## config.mk

```make
export PLATFORM = sky130hd
export DESIGN_NAME = fifo_param
export DESIGN_NICKNAME = d
export VERILOG_FILES = /design/src/rtl/fifo_param.sv
export SDC_FILE = /design/constraint.sdc
export NUM_CORES = 1
export LEC_CHECK = 0
export BUFFER_PORTS_ARGS = -buffer_cell sky130_fd_sc_hd__buf_2
export CAP_MARGIN = 15
export CORE_MARGIN = 4
export CORE_UTILIZATION = 50
export CTS_BUF_LIST = sky130_fd_sc_hd__clkbuf_8
export DETAILED_ROUTE_END_ITERATION = 7
export MAX_ROUTING_LAYER = met4
export PLACE_DENSITY = 0.66
export RECOVER_POWER = 25
export SETUP_SLACK_MARGIN = 0.15
export SLEW_MARGIN = 20
export SYNTH_ARGS = -nofsm -noshare
export SYNTH_HDL_FRONTEND = slang
export SYNTH_SLANG_ARGS = --single-unit
```

## constraint.sdc

```tcl
create_clock -name CLK -period 3.7 [get_ports CLK]
set_clock_uncertainty 0.05 [all_clocks]
set_input_delay 0.555 -clock CLK [delete_from_list [all_inputs] [get_ports CLK]]
set_output_delay 0.555 -clock CLK [all_outputs]
set_load 0.005 [all_outputs]
```

## src/rtl/fifo_param.sv

```systemverilog
// Parametrised single-clock FIFO with occupancy count, almost-full/empty
// thresholds and sticky error flags. Define FIFO_FWFT_EN for first-word fall-through reads.
module fifo_param #(
  parameter int WIDTH     = 32,
  parameter int DEPTH     = 32,
  parameter int AF_THRESH = DEPTH - 4,
  parameter int AE_THRESH = 4
) (
  input  logic                     CLK,
  input  logic                     RESETH,
  input  logic                     WREN,
  input  logic                     RDEN,
  input  logic [WIDTH-1:0]         DATAIN,
  output logic [WIDTH-1:0]         DATAOUT,
  output logic                     FULL,
  output logic                     EMPTY,
  output logic                     ALMOST_FULL,
  output logic                     ALMOST_EMPTY,
  output logic [$clog2(DEPTH):0]   COUNT,
  output logic                     OVERFLOW,
  output logic                     UNDERFLOW,
  input  logic                     CLR_ERR
);
  localparam int AW = $clog2(DEPTH);
  localparam int CW = AW + 1;
  localparam logic [CW-1:0] DEPTH_C = CW'(DEPTH);
  localparam logic [CW-1:0] AF_T    = CW'(AF_THRESH);
  localparam logic [CW-1:0] AE_T    = CW'(AE_THRESH);

  logic [WIDTH-1:0] mem [DEPTH];
  logic [AW-1:0]    wr_ptr, rd_ptr, rd_ptr_nxt;
  logic [CW-1:0]    count_nxt;
  logic             pop_ok, push_ok, ovf_set, unf_set;

  // A pop frees a slot in the same cycle, so a full FIFO still accepts a push alongside it.
  always_comb begin
    pop_ok     = RDEN & ~EMPTY;
    push_ok    = WREN & (~FULL | pop_ok);
    ovf_set    = WREN & FULL & ~pop_ok;
    unf_set    = RDEN & EMPTY;
    rd_ptr_nxt = pop_ok ? rd_ptr + 1'b1 : rd_ptr;
    count_nxt  = COUNT;
    if (push_ok & ~pop_ok)      count_nxt = COUNT + 1'b1;
    else if (pop_ok & ~push_ok) count_nxt = COUNT - 1'b1;
  end

  always_ff @(posedge CLK)
    if (!RESETH && push_ok) mem[wr_ptr] <= DATAIN;

  always_ff @(posedge CLK) begin
    if (RESETH) begin
      wr_ptr       <= '0;
      rd_ptr       <= '0;
      COUNT        <= '0;
      FULL         <= 1'b0;
      EMPTY        <= 1'b1;
      ALMOST_FULL  <= 1'b0;
      ALMOST_EMPTY <= 1'b1;
      OVERFLOW     <= 1'b0;
      UNDERFLOW    <= 1'b0;
    end else begin
      if (push_ok) wr_ptr <= wr_ptr + 1'b1;
      rd_ptr       <= rd_ptr_nxt;
      COUNT        <= count_nxt;
      FULL         <= (count_nxt == DEPTH_C);
      EMPTY        <= (count_nxt == '0);
      ALMOST_FULL  <= (count_nxt >= AF_T);
      ALMOST_EMPTY <= (count_nxt <= AE_T);
      // A new error event in the same cycle as CLR_ERR keeps the flag set.
      if (ovf_set)      OVERFLOW  <= 1'b1;
      else if (CLR_ERR) OVERFLOW  <= 1'b0;
      if (unf_set)      UNDERFLOW <= 1'b1;
      else if (CLR_ERR) UNDERFLOW <= 1'b0;
    end
  end

`ifdef FIFO_FWFT_EN
  // Register the head the FIFO will have after this edge; bypass DATAIN when
  // the word being written becomes the head (push into an empty/emptying FIFO).
  always_ff @(posedge CLK) begin
    if (RESETH)                              DATAOUT <= '0;
    else if (push_ok && wr_ptr == rd_ptr_nxt) DATAOUT <= DATAIN;
    else                                     DATAOUT <= mem[rd_ptr_nxt];
  end
`else
  always_ff @(posedge CLK) begin
    if (RESETH)      DATAOUT <= '0;
    else if (pop_ok) DATAOUT <= mem[rd_ptr];
  end
`endif
endmodule

```

# == Word-level counts from Yosys, hierarchy flattened ==
# Memories as Yosys holds them, arrays and structs flattened. A register that Yosys moved wholly into a read port is not among the register bits.
# Index checks and enable logic that the tools add are counted.
# Widths: inputs -> output; s select.
# word_totals
regBits,22
ram_bits,1024
in_bits,37
output_inout_bits,44
word_cells,41
memories,1
# mem_list
memory,depth,word_bits,rd,rd_clocked_by_memory_dff,wr,line,rtl
mem,32,32,1,1,1,30,logic [WIDTH-1:0] mem [DEPTH];
# classes
addsub,4
order_cmp,2
n_eq_ne,1
n_mux,7
n_bitwise,12
reduce_logical,5
# ops
cell,n
$mux 6,2
$add 5x1->5 const B,2
$and 1x1->1,7
$add 6x1->6 const B,1
$eq 6x6->1 const B,1
$ge 6x5->1 const B,1
$le 6x3->1 const B,1
$logic_not 6->1,1
$sub 6x1->6 const B,1
$mux 1,5
$not 1->1,4
$reduce_bool 2->1,2
$logic_and 1x1->1,1
$logic_not 1->1,1
$or 1x1->1,1

# == Depth between registers and ports, before layout ==
# Gate-level depths: netlist of run 1.
# depth
ltp_word,9
mapped_depth,10
ltp_nobuf,7

# == Worst setup path after synthesis of run 1 ==
# OpenSTA, ideal clock, no wires.
# synth_path
path_kind,input -> register
from,input WREN
to,"memory mem[30][0], enable pin"
t_arrival_ps,2993
t_required_ps,3229
slack_ps,236
stages,5
n_path_buf,1
cell_sequence,clkbuf_1 a21boi_1 and2_1 nand2_1 nor2_1
# synth_between
elab_chain_len,4
# synth_lines
item,line,rtl
from (decl),11,"input logic WREN,"
$and 1x1->1,38,push_ok = WREN & (~FULL | pop_ok);
$logic_and 1x1->1,48,if (!RESETH && push_ok) mem[wr_ptr] <= DATAIN;
$mux 1,48,
$mux 1 (not written as such),48,
to (decl),30,
# Every way passes these cells.

# == Worst setup path in the final report of run 1 ==
# layout_path
from,register EMPTY
to,"memory mem[17][20], enable pin"
# layout_between
elab_chain_len,7
# layout_lines
item,line,rtl
from (decl),16,"output logic EMPTY,"
from (signal assigned),66,EMPTY <= (count_nxt == '0);
$not 1->1,37,pop_ok = RDEN & ~EMPTY;
$and 1x1->1,37,
$or 1x1->1,38,
$and 1x1->1,38,
$logic_and 1x1->1,48,
$mux 1,48,
$mux 1 (not written as such),48,
# Every way passes these cells.

==> impl_summary.log, run 1 <==
INFO  metric status = finished clean
INFO  metric pwr-share-clk = 0.374
INFO  metric worstSetupStartpointType = flop
INFO  metric path_max_fanout = 12
INFO  metric clk_transition_reported_paths = 60 ps
INFO  metric ctsLongestPathBuffers = 3
INFO  metric die-height = 293.9 um
INFO  metric detail_route.wirelength = 98660 um
INFO  metric layout_worst_path_cycle_share = 0.8188
INFO  metric postSynthCellCount = 1919
INFO  metric p_seq_frac = 0.553
INFO  metric wire_length_of_the_first_global_routing_pass = 143800 um
INFO  metric die-width = 293.9 um
INFO  metric timing.setup.critical_path_class = flop to flop
INFO  metric routability_congestion_estimate = 0.8335
INFO  metric cts_made_buffers = 167
INFO  metric synth_cell_type_count = ~50
INFO  metric util_after_layout = 0.5765
INFO  metric nFillCells = ~5800
INFO  metric timing.critical_path.to_type = flop
INFO  metric clock_latency = 810 ps
INFO  metric drtPass1Iterations = 6
INFO  metric p_leak = about 15 nW
INFO  metric finalMaxSlewViolations = 0
INFO  metric post_synth_xor_area_fraction = 0.002572
INFO  metric grt_pass1_vias = 21180
INFO  metric timing.critical_path.slowest_cell_delay = just under 700 ps
INFO  metric place_hpwl = approximately 55000 um
INFO  metric max_freq = 330.1 MHz
INFO  metric fraction_of_power_spent_switching_nets = 0.2265
INFO  metric routed-via-count = between 20000 and 25000
INFO  metric synth_edf_count = 1024
INFO  metric synth_mux_area_frac = 0.1375
INFO  metric mappedNetlistArea = ~40000 um2
INFO  metric cts-htree-levels = 4
INFO  metric drtAntennaViolNets = 0
INFO  metric synth_adder_area_share = 0.002143
INFO  metric yosys.area_share.simple = 0.01206
INFO  metric stdcell_count = 3342
INFO  metric layout-drive-gt1-share = 0.2656
INFO  metric ys_warn_count = 0
INFO  metric route.detailed.vias_per_inst = 6.144
INFO  metric grt_usage = 0.2379
INFO  metric smallest_hold_slack = between 80 and 90 ps
INFO  metric cp_cell_sequence = nand2b_1, a21boi_1, and2_1, nand2_1, nor2_4, buf_12
INFO  metric regToRegEndpoint = mem[17][20]$_DFFE_PP_
INFO  metric setup_total_negative_slack = 0 ps
INFO  metric cts_resized = 0
INFO  metric timing_hold_violations_final = 0
INFO  metric remaining_global_route_overflow = 0
INFO  metric cellPowerDensity = 526.1 nW/um2
INFO  metric clock_sinks = 1078
INFO  metric max-slew-margin-rel = 0.07848
INFO  metric whs_endpoint = COUNT[1]$_SDFF_PP0_
INFO  metric critical-path-slowest-cell = sky130_fd_sc_hd__nor2_4
INFO  metric yosys_register_bits = ~1100
INFO  metric r2r_slack = 670 ps
INFO  metric whs_path_depth = 2
INFO  metric cp_data_arrival_time = approximately 3500 ps
INFO  metric routedWlPerCell = 29.52 um
INFO  metric grt_max_degree = between 50 and 60
INFO  metric portBuffers = 80
INFO  metric final.min_clock_period = just over 3000 ps
INFO  metric timing.critical_path.from = EMPTY$_SDFF_PP1_
INFO  metric critical_path.top_delay_family = simple AND/OR/NAND/NOR gates
INFO  metric synth_compound_area_frac = 0.05165
INFO  metric area_delta_synth_final = 14.00%
INFO  metric initial_utilization = 0.5057
INFO  metric grt_antenna_before_repair = 4
INFO  metric cp.required = slightly above 4000 ps
INFO  metric drt-initial-drc-count = approximately 2100
INFO  metric clock_tree_from_tritoncts = done
INFO  metric yosys_most_used_dff = sky130_fd_sc_hd__edfxtp_1
INFO  metric power.switching = 0.005550 W
INFO  metric min_path_type = input pin to flop
INFO  metric rsz0062_at_grt = false
INFO  metric critical_path_buf_inv_count = 1
INFO  metric syn_area_per_cell = 21.30 um2
INFO  metric core_area = around 81000 um2
INFO  metric syn_nets = 1963
INFO  metric die-area = 86370 um2
INFO  metric io-pin-count = 81
INFO  metric max_slew.worst_pin.slew = 1382 ps
INFO  metric synth_seq_area_share = 0.7789
INFO  metric row_count = 104
INFO  metric final-setup-viol-count = 0
INFO  metric postCtsSetupRepairBufs = 0
INFO  metric worst_ir_drop_vdd = 0.3544 mV
INFO  metric r2r_start = EMPTY$_SDFF_PP1_
INFO  metric cts-root-buf = sky130_fd_sc_hd__clkbuf_8
INFO  metric reg2reg_depth = 6
INFO  metric numPlacedInstances = 3038
INFO  metric internal_power = between 0.015 and 0.02 W
INFO  metric synth_top_family_by_area = multiplexers
INFO  metric min-delay-start = WREN
INFO  metric postSynth.asyncResetShare = 0
INFO  metric drv_cap = 0
INFO  metric detail_route.drc_violations = 0
INFO  metric combPwrFrac = 0.074
INFO  metric layout.nets = 2194
## synthesized netlist by cell type (2+ instances only)
master | instances | area (um2)
sky130_fd_sc_hd__buf_4 | 14 | 105.1
sky130_fd_sc_hd__or3b_2 | 2 | 17.52
sky130_fd_sc_hd__nand4_1 | 6 | 37.54
sky130_fd_sc_hd__dfxtp_1 | 54 | 1081
sky130_fd_sc_hd__a21oi_1 | 68 | 340.3
sky130_fd_sc_hd__xnor2_1 | 5 | 43.79
sky130_fd_sc_hd__nand2_1 | 13 | 48.80
sky130_fd_sc_hd__edfxtp_1 | 1024 | 30750
sky130_fd_sc_hd__ha_1 | 7 | 87.58
sky130_fd_sc_hd__mux4_2 | 193 | 4347
sky130_fd_sc_hd__buf_1 | 7 | 26.28
sky130_fd_sc_hd__and2_1 | 2 | 12.51
sky130_fd_sc_hd__inv_1 | 9 | 33.78
sky130_fd_sc_hd__o221ai_1 | 32 | 280.3
sky130_fd_sc_hd__nor2b_1 | 4 | 25.02
sky130_fd_sc_hd__a22o_1 | 62 | 543.0
sky130_fd_sc_hd__o21ai_0 | 2 | 10.01
sky130_fd_sc_hd__a22oi_1 | 33 | 247.7
sky130_fd_sc_hd__nand3b_1 | 4 | 30.03
sky130_fd_sc_hd__mux2i_1 | 127 | 1271
sky130_fd_sc_hd__a41o_1 | 2 | 20.02
sky130_fd_sc_hd__nor4b_1 | 2 | 17.52
sky130_fd_sc_hd__buf_6 | 7 | 78.83
sky130_fd_sc_hd__clkbuf_1 | 62 | 232.7
sky130_fd_sc_hd__a31oi_1 | 3 | 18.77
sky130_fd_sc_hd__buf_2 | 22 | 110.1
sky130_fd_sc_hd__xor2_1 | 7 | 61.31
sky130_fd_sc_hd__a211oi_1 | 3 | 22.52
sky130_fd_sc_hd__a2111oi_0 | 17 | 148.9
sky130_fd_sc_hd__a2111oi_2 | 15 | 225.2
sky130_fd_sc_hd__and4b_1 | 2 | 20.02
sky130_fd_sc_hd__nor2_1 | 59 | 221.5
sky130_fd_sc_hd__o22ai_1 | 31 | 193.9
sky130_fd_sc_hd__nand3_1 | 4 | 20.02
## power by group through the flow
| stage | Combinational, W | Clock (W) | Sequential [W] |
|---|---|---|---|
| floorplan | 0.00123 | 0 | 0.0138 |
| CTS | 0.00183 | 0.00936 | 0.0135 |
| detailed placement | 0.00182 | 0 | 0.0138 |
| finish | 0.00181 | 0.00916 | 0.0135 |
| global route | 0.00194 | 0.00998 | 0.0135 |
| global placement | 0.00179 | 0 | 0.0138 |
## worst max-delay path by stage
| stage | end | slack (ps) | cells past startpoint |
|---|---|---|---|
| after CTS | DATAOUT[1]$_SDFFE_PP0P_ | 650 | 6 |
| after global routing | mem[17][12]$_DFFE_PP_ | 490 | 6 |
| after detailed placement | mem[17][13]$_DFFE_PP_ | 410 | 6 |
| after global placement | mem[17][10]$_DFFE_PP_ | 430 | 6 |
| final | mem[17][20]$_DFFE_PP_ | 670 | 6 |
| after floorplan | mem[30][0]$_DFFE_PP_ | 240 | 5 |
## timing repair
action	4_1_cts	5_1_grt
hold buffers	3	0
endpoints found under the hold margin	2	0
setup endpoints to repair	0	0
## metrics by stage
step / power [W] / setup WS [ps] / area (um2)
4_1_cts: 0.02473 / 648.1 / 46610
2_1_floorplan: 0.01498 / 235.8 / 40870
5_1_grt: 0.02547 / 492.1 / 46590
3_3_place_gp: 0.01557 / 434.0 / 43500
3_5_place_dp: 0.01561 / 410.6 / 43500
6_report: 0.02451 / 670.4 / 46590
## kinds of logic after synthesis
group	after synthesis
mux	320
simple gates	104
fa+ha+maj	7
compound gates	275
xor+xnor	12
buf+inv	123
flops	1078
## cell usage in the layout (no fill, tap or decap), types with 26 or more instances in the layout
cell type                  count
sky130_fd_sc_hd__a22oi_1      33
sky130_fd_sc_hd__buf_4        54
sky130_fd_sc_hd__mux4_2      193
sky130_fd_sc_hd__edfxtp_1   1024
sky130_fd_sc_hd__inv_1        67
sky130_fd_sc_hd__clkbuf_1     26
sky130_fd_sc_hd__clkbuf_8    176
sky130_fd_sc_hd__buf_2        54
sky130_fd_sc_hd__nor2_4       35
sky130_fd_sc_hd__o221ai_1     32
sky130_fd_sc_hd__clkinv_1     34
sky130_fd_sc_hd__mux2i_1     127
sky130_fd_sc_hd__a22o_1       62
sky130_fd_sc_hd__buf_12       39
sky130_fd_sc_hd__dfxtp_1      50
sky130_fd_sc_hd__o22ai_1      31
sky130_fd_sc_hd__a21oi_1      68
## state kept, by name (all words and copies together) (netlist names)
register      count
mem            1024
DATAOUT          32
COUNT             6
rd_ptr            5
wr_ptr            5
ALMOST_EMPTY      1
ALMOST_FULL       1
EMPTY             1
FULL              1
OVERFLOW          1
UNDERFLOW         1
## metal layers
metal / vias to the layer above / global-route usage / wire, um
met1: 10870 / 0.3124 / 39260
li1: 8618 / - / -
met5: - / - / 0
met2: 891 / 0.3840 / 49880
met4: 0 / 0.07269 / 2291
met3: 156 / 0.04491 / 7236
## worst register-to-register path, cell delays in order (launching register included)
cell                       delay, ps
sky130_fd_sc_hd__dfxtp_1         360
sky130_fd_sc_hd__nand2b_1        190
sky130_fd_sc_hd__a21boi_1        440
sky130_fd_sc_hd__and2_1          320
sky130_fd_sc_hd__nand2_1         470
sky130_fd_sc_hd__nor2_4          680
sky130_fd_sc_hd__buf_12          240
## cell type report
type                       instances  area, um2  share of cell area
sequential                      1078      31850              0.6835
antenna                            4      10.01           0.0002149
clock inverter                   121      661.9             0.01421
clock buffer                     176       2422             0.05199
tap                             1060       1326             0.02847
inverter                           9      33.78           0.0007251
timing repair buffer             176       1584             0.03400
multi-input combinational        718       8705              0.1868
No activity file was read; power rests on OpenSTA's default activity.
==> run 2: changes to the inputs <==
==> constraint.sdc (replaced) <==
create_clock -name CLK -period 2.8 [get_ports CLK]
set_clock_uncertainty 0.05 [all_clocks]
set_input_delay 0.42 -clock CLK [delete_from_list [all_inputs] [get_ports CLK]]
set_output_delay 0.42 -clock CLK [all_outputs]
set_load 0.005 [all_outputs]
==> run 2 against run 1 <==
Clock-buffer cell count is the same. First-iteration DRC count grew 0.98%. Combinational power grew 38%. Utilization grew 1.0 points. Wire length grew 3.7%. Sequential cell count is the same. Fmax grew 22%. Cell area grew 1.8%. Worst hold slack gained 300 ps. Die area is the same. Critical path type unchanged.
==> impl_summary.log, run 2 (synthesis gave the netlist of run 1 again) <==
INFO  metric status = finished clean (unchanged)
INFO  metric critical-path-slowest-cell = sky130_fd_sc_hd__mux4_2 (was sky130_fd_sc_hd__nor2_4)
INFO  metric cp_data_arrival_time = 3130 ps (was 3480 ps)
INFO  metric detail_route.wirelength = 102300 um (was 98660 um)
INFO  metric cts-htree-levels = 4 (unchanged)
INFO  metric portBuffers = 80 (unchanged)
INFO  metric final-setup-viol-count = 0 (unchanged)
INFO  metric drt-initial-drc-count = 2168 (was 2147)
INFO  metric min_path_type = input pin to flop (unchanged)
INFO  metric worst_ir_drop_vdd = 0.4658 mV (was 0.3544 mV)
INFO  metric nFillCells = 5822 (was 5784)
INFO  metric timing.critical_path.to_type = flop (unchanged)
INFO  metric combPwrFrac = 0.077 (was 0.074)
INFO  metric die-width = 293.9 um (unchanged)
INFO  metric ctsLongestPathBuffers = 3 (unchanged)
INFO  metric route.detailed.vias_per_inst = 6.151 (was 6.144)
INFO  metric max_freq = 401.4 MHz (was 330.1 MHz)
INFO  metric util_after_layout = 0.5866 (was 0.5765)
INFO  metric largest_register_ffs = 1024 (unchanged)
INFO  metric setup_total_negative_slack = 0 ps (unchanged)
INFO  metric layout_worst_path_cycle_share = 0.8897 (was 0.8188)
INFO  metric max_flop_register = mem (unchanged)
INFO  metric final.min_clock_period = 2491 ps (was 3030 ps)
INFO  metric timing.critical_path.from = rd_ptr[0]$_SDFFE_PP0P_ (was EMPTY$_SDFF_PP1_)
INFO  metric clk_transition_reported_paths = 60 ps (about the same)
INFO  metric layout-drive-gt1-share = 0.2818 (was 0.2656)
INFO  metric clock_sinks = 1078 (unchanged)
INFO  metric core_area = 80810 um2 (unchanged)
INFO  metric max_slew.worst_pin.slew = 1375 ps (was 1382 ps)
INFO  metric cts-root-buf = sky130_fd_sc_hd__clkbuf_8 (unchanged)
INFO  metric max-slew-margin-rel = 0.08334 (was 0.07848)
INFO  metric p_seq_frac = 0.553 (about the same)
INFO  metric r2r_start = rd_ptr[0]$_SDFFE_PP0P_ (was EMPTY$_SDFF_PP1_)
INFO  metric pwr-share-clk = 0.370 (was 0.374)
INFO  metric worstSetupStartpointType = flop (unchanged)
INFO  metric place_hpwl = 56070 um (was 55150 um)
INFO  metric biggestRegsByFlops = mem: 1024 flops, DATAOUT: 32 flops, COUNT: 6 flops (unchanged)
INFO  metric io-pin-count = 81 (unchanged)
INFO  metric area_delta_synth_final = 16.00% (was 14.00%)
INFO  metric timing.setup.critical_path_class = flop to flop (unchanged)
INFO  metric grt_pass1_vias = 21560 (was 21180)
INFO  metric layout.nets = 2274 (was 2194)
INFO  metric path_max_fanout = 27 (was 12)
INFO  metric drtPass1Iterations = 5 (was 6)
INFO  metric finalMaxSlewViolations = 0 (unchanged)
INFO  metric initial_utilization = 0.5057 (unchanged)
INFO  metric fraction_of_power_spent_switching_nets = 0.2262 (was 0.2265)
INFO  metric layout_common_cells = sky130_fd_sc_hd__edfxtp_1, sky130_fd_sc_hd__mux4_2, sky130_fd_sc_hd__clkbuf_8 (unchanged)
INFO  metric clock_latency = 820 ps (was 810 ps)
INFO  metric rsz0062_at_grt = false (unchanged)
INFO  metric row_count = 104 (unchanged)
INFO  metric clock_tree_from_tritoncts = done (unchanged)
INFO  metric drtAntennaViolNets = 0 (unchanged)
INFO  metric timing.critical_path.slowest_cell_delay = 490 ps (was 680 ps)
INFO  metric wire_length_of_the_first_global_routing_pass = 148400 um (was 143800 um)
INFO  metric cts_made_buffers = 167 (unchanged)
INFO  metric timing_hold_violations_final = 0 (unchanged)
INFO  metric top_cell_by_count_worst_path = sky130_fd_sc_hd__a22o_1
INFO  metric routed-via-count = 21060 (was 20530)
INFO  metric die-area = 86370 um2 (unchanged)
INFO  metric detail_route.drc_violations = 0 (unchanged)
INFO  metric grt_usage = 0.2477 (was 0.2379)
INFO  metric drv_cap = 0 (unchanged)
INFO  metric cp.required = 3440 ps (was 4150 ps)
INFO  metric grt_antenna_before_repair = 3 (was 4)
INFO  metric r2r_slack = 310 ps (was 670 ps)
INFO  metric die-height = 293.9 um (unchanged)
INFO  metric routedWlPerCell = 29.89 um (was 29.52 um)
INFO  metric grt_max_degree = 33 (was 55)
INFO  metric remaining_global_route_overflow = 0 (unchanged)
INFO  metric p_leak = 15.14 nW (was 14.67 nW)
INFO  metric cp_cell_sequence = buf_12, buf_4, mux4_2, a22o_1, a2111oi_0, a21oi_1, a22o_1 (was nand2b_1, a21boi_1, and2_1, nand2_1, nor2_4, buf_12)
INFO  metric cellPowerDensity = 681.5 nW/um2 (was 526.1 nW/um2)
INFO  metric power.switching = 0.007307 W (was 0.005550 W)
INFO  metric internal_power = 0.02500 W (was 0.01896 W)
INFO  metric routability_congestion_estimate = 0.8215 (was 0.8335)
INFO  metric mostFrequentLayoutCell = sky130_fd_sc_hd__edfxtp_1 (unchanged)
INFO  metric min-delay-start = DATAIN[16] (was WREN)
run 2: cell type report:
type / count / area (um2) / share of cell area
flip-flops and latches: 1078 / 31850 / 0.6718
multi-input cells: 718 / 8725 / 0.1840
repair buffers: 256 / 2435 / 0.05136
clock buffers: 176 / 2422 / 0.05110
well taps: 1060 / 1326 / 0.02798
clock inverters: 123 / 610.6 / 0.01288
inverters: 9 / 33.78 / 0.0007126
diodes: 3 / 7.507 / 0.0001584
run 2: metal layers:
metal,part of all wire,vias up,track usage
met5,0,-,-
met4,0.021,0,0.07115
met3,0.080,177,0.04551
met2,0.50,951,0.3954
met1,0.39,11160,0.3322
li1,-,8768,-
run 2: power by group through the flow:
| stage | registers (W) | logic [W] | clock network [W] |
|---|---|---|---|
| floorplan | 0.0182 | 0.00163 | 0 |
| global placement | 0.0182 | 0.00241 | 0 |
| detailed placement | 0.0182 | 0.00247 | 0 |
| CTS | 0.0179 | 0.00250 | 0.0122 |
| global route | 0.0179 | 0.00269 | 0.0130 |
| finish | 0.0179 | 0.00249 | 0.0119 |
run 2: worst max-delay path, delay by kind of cell (launching register included):
kind,cells,cell delay [ps]
compound gates,4,940
buf+inv,2,460
flops,1,440
mux,1,490
run 2: metrics by stage:
stage	instance area (um2)	setup WS (ps)	total power [W]	std cells	hold slack, ps
2_1_floorplan	40950	-110.7	0.01980	1919	415.7
6_report	47410	308.8	0.03231	3423	385.5
3_5_place_dp	44090	-16.87	0.02068	3092	417.0
3_3_place_gp	44090	-11.19	0.02062	3092	419.0
4_1_cts	47400	173.4	0.03257	3417	0.2105
5_1_grt	47410	165.8	0.03356	3423	395.7
run 2: path summary, 6_finish.rpt:
check | end | cells past startpoint
max | DATAOUT[11]$_SDFFE_PP0P_ | 7
max reg2reg | DATAOUT[11]$_SDFFE_PP0P_ | 7
min reg2reg | DATAOUT[24]$_SDFFE_PP0P_ | 1
min | mem[10][16]$_DFFE_PP_ | 1
run 2: timing repair:
item,CTS,global route
pin swaps,0,1
endpoints found under the setup margin,1,12
gates resized for setup,1,3
hold buffers,26,0
setup buffers,0,3
endpoints found under the hold margin,408,0
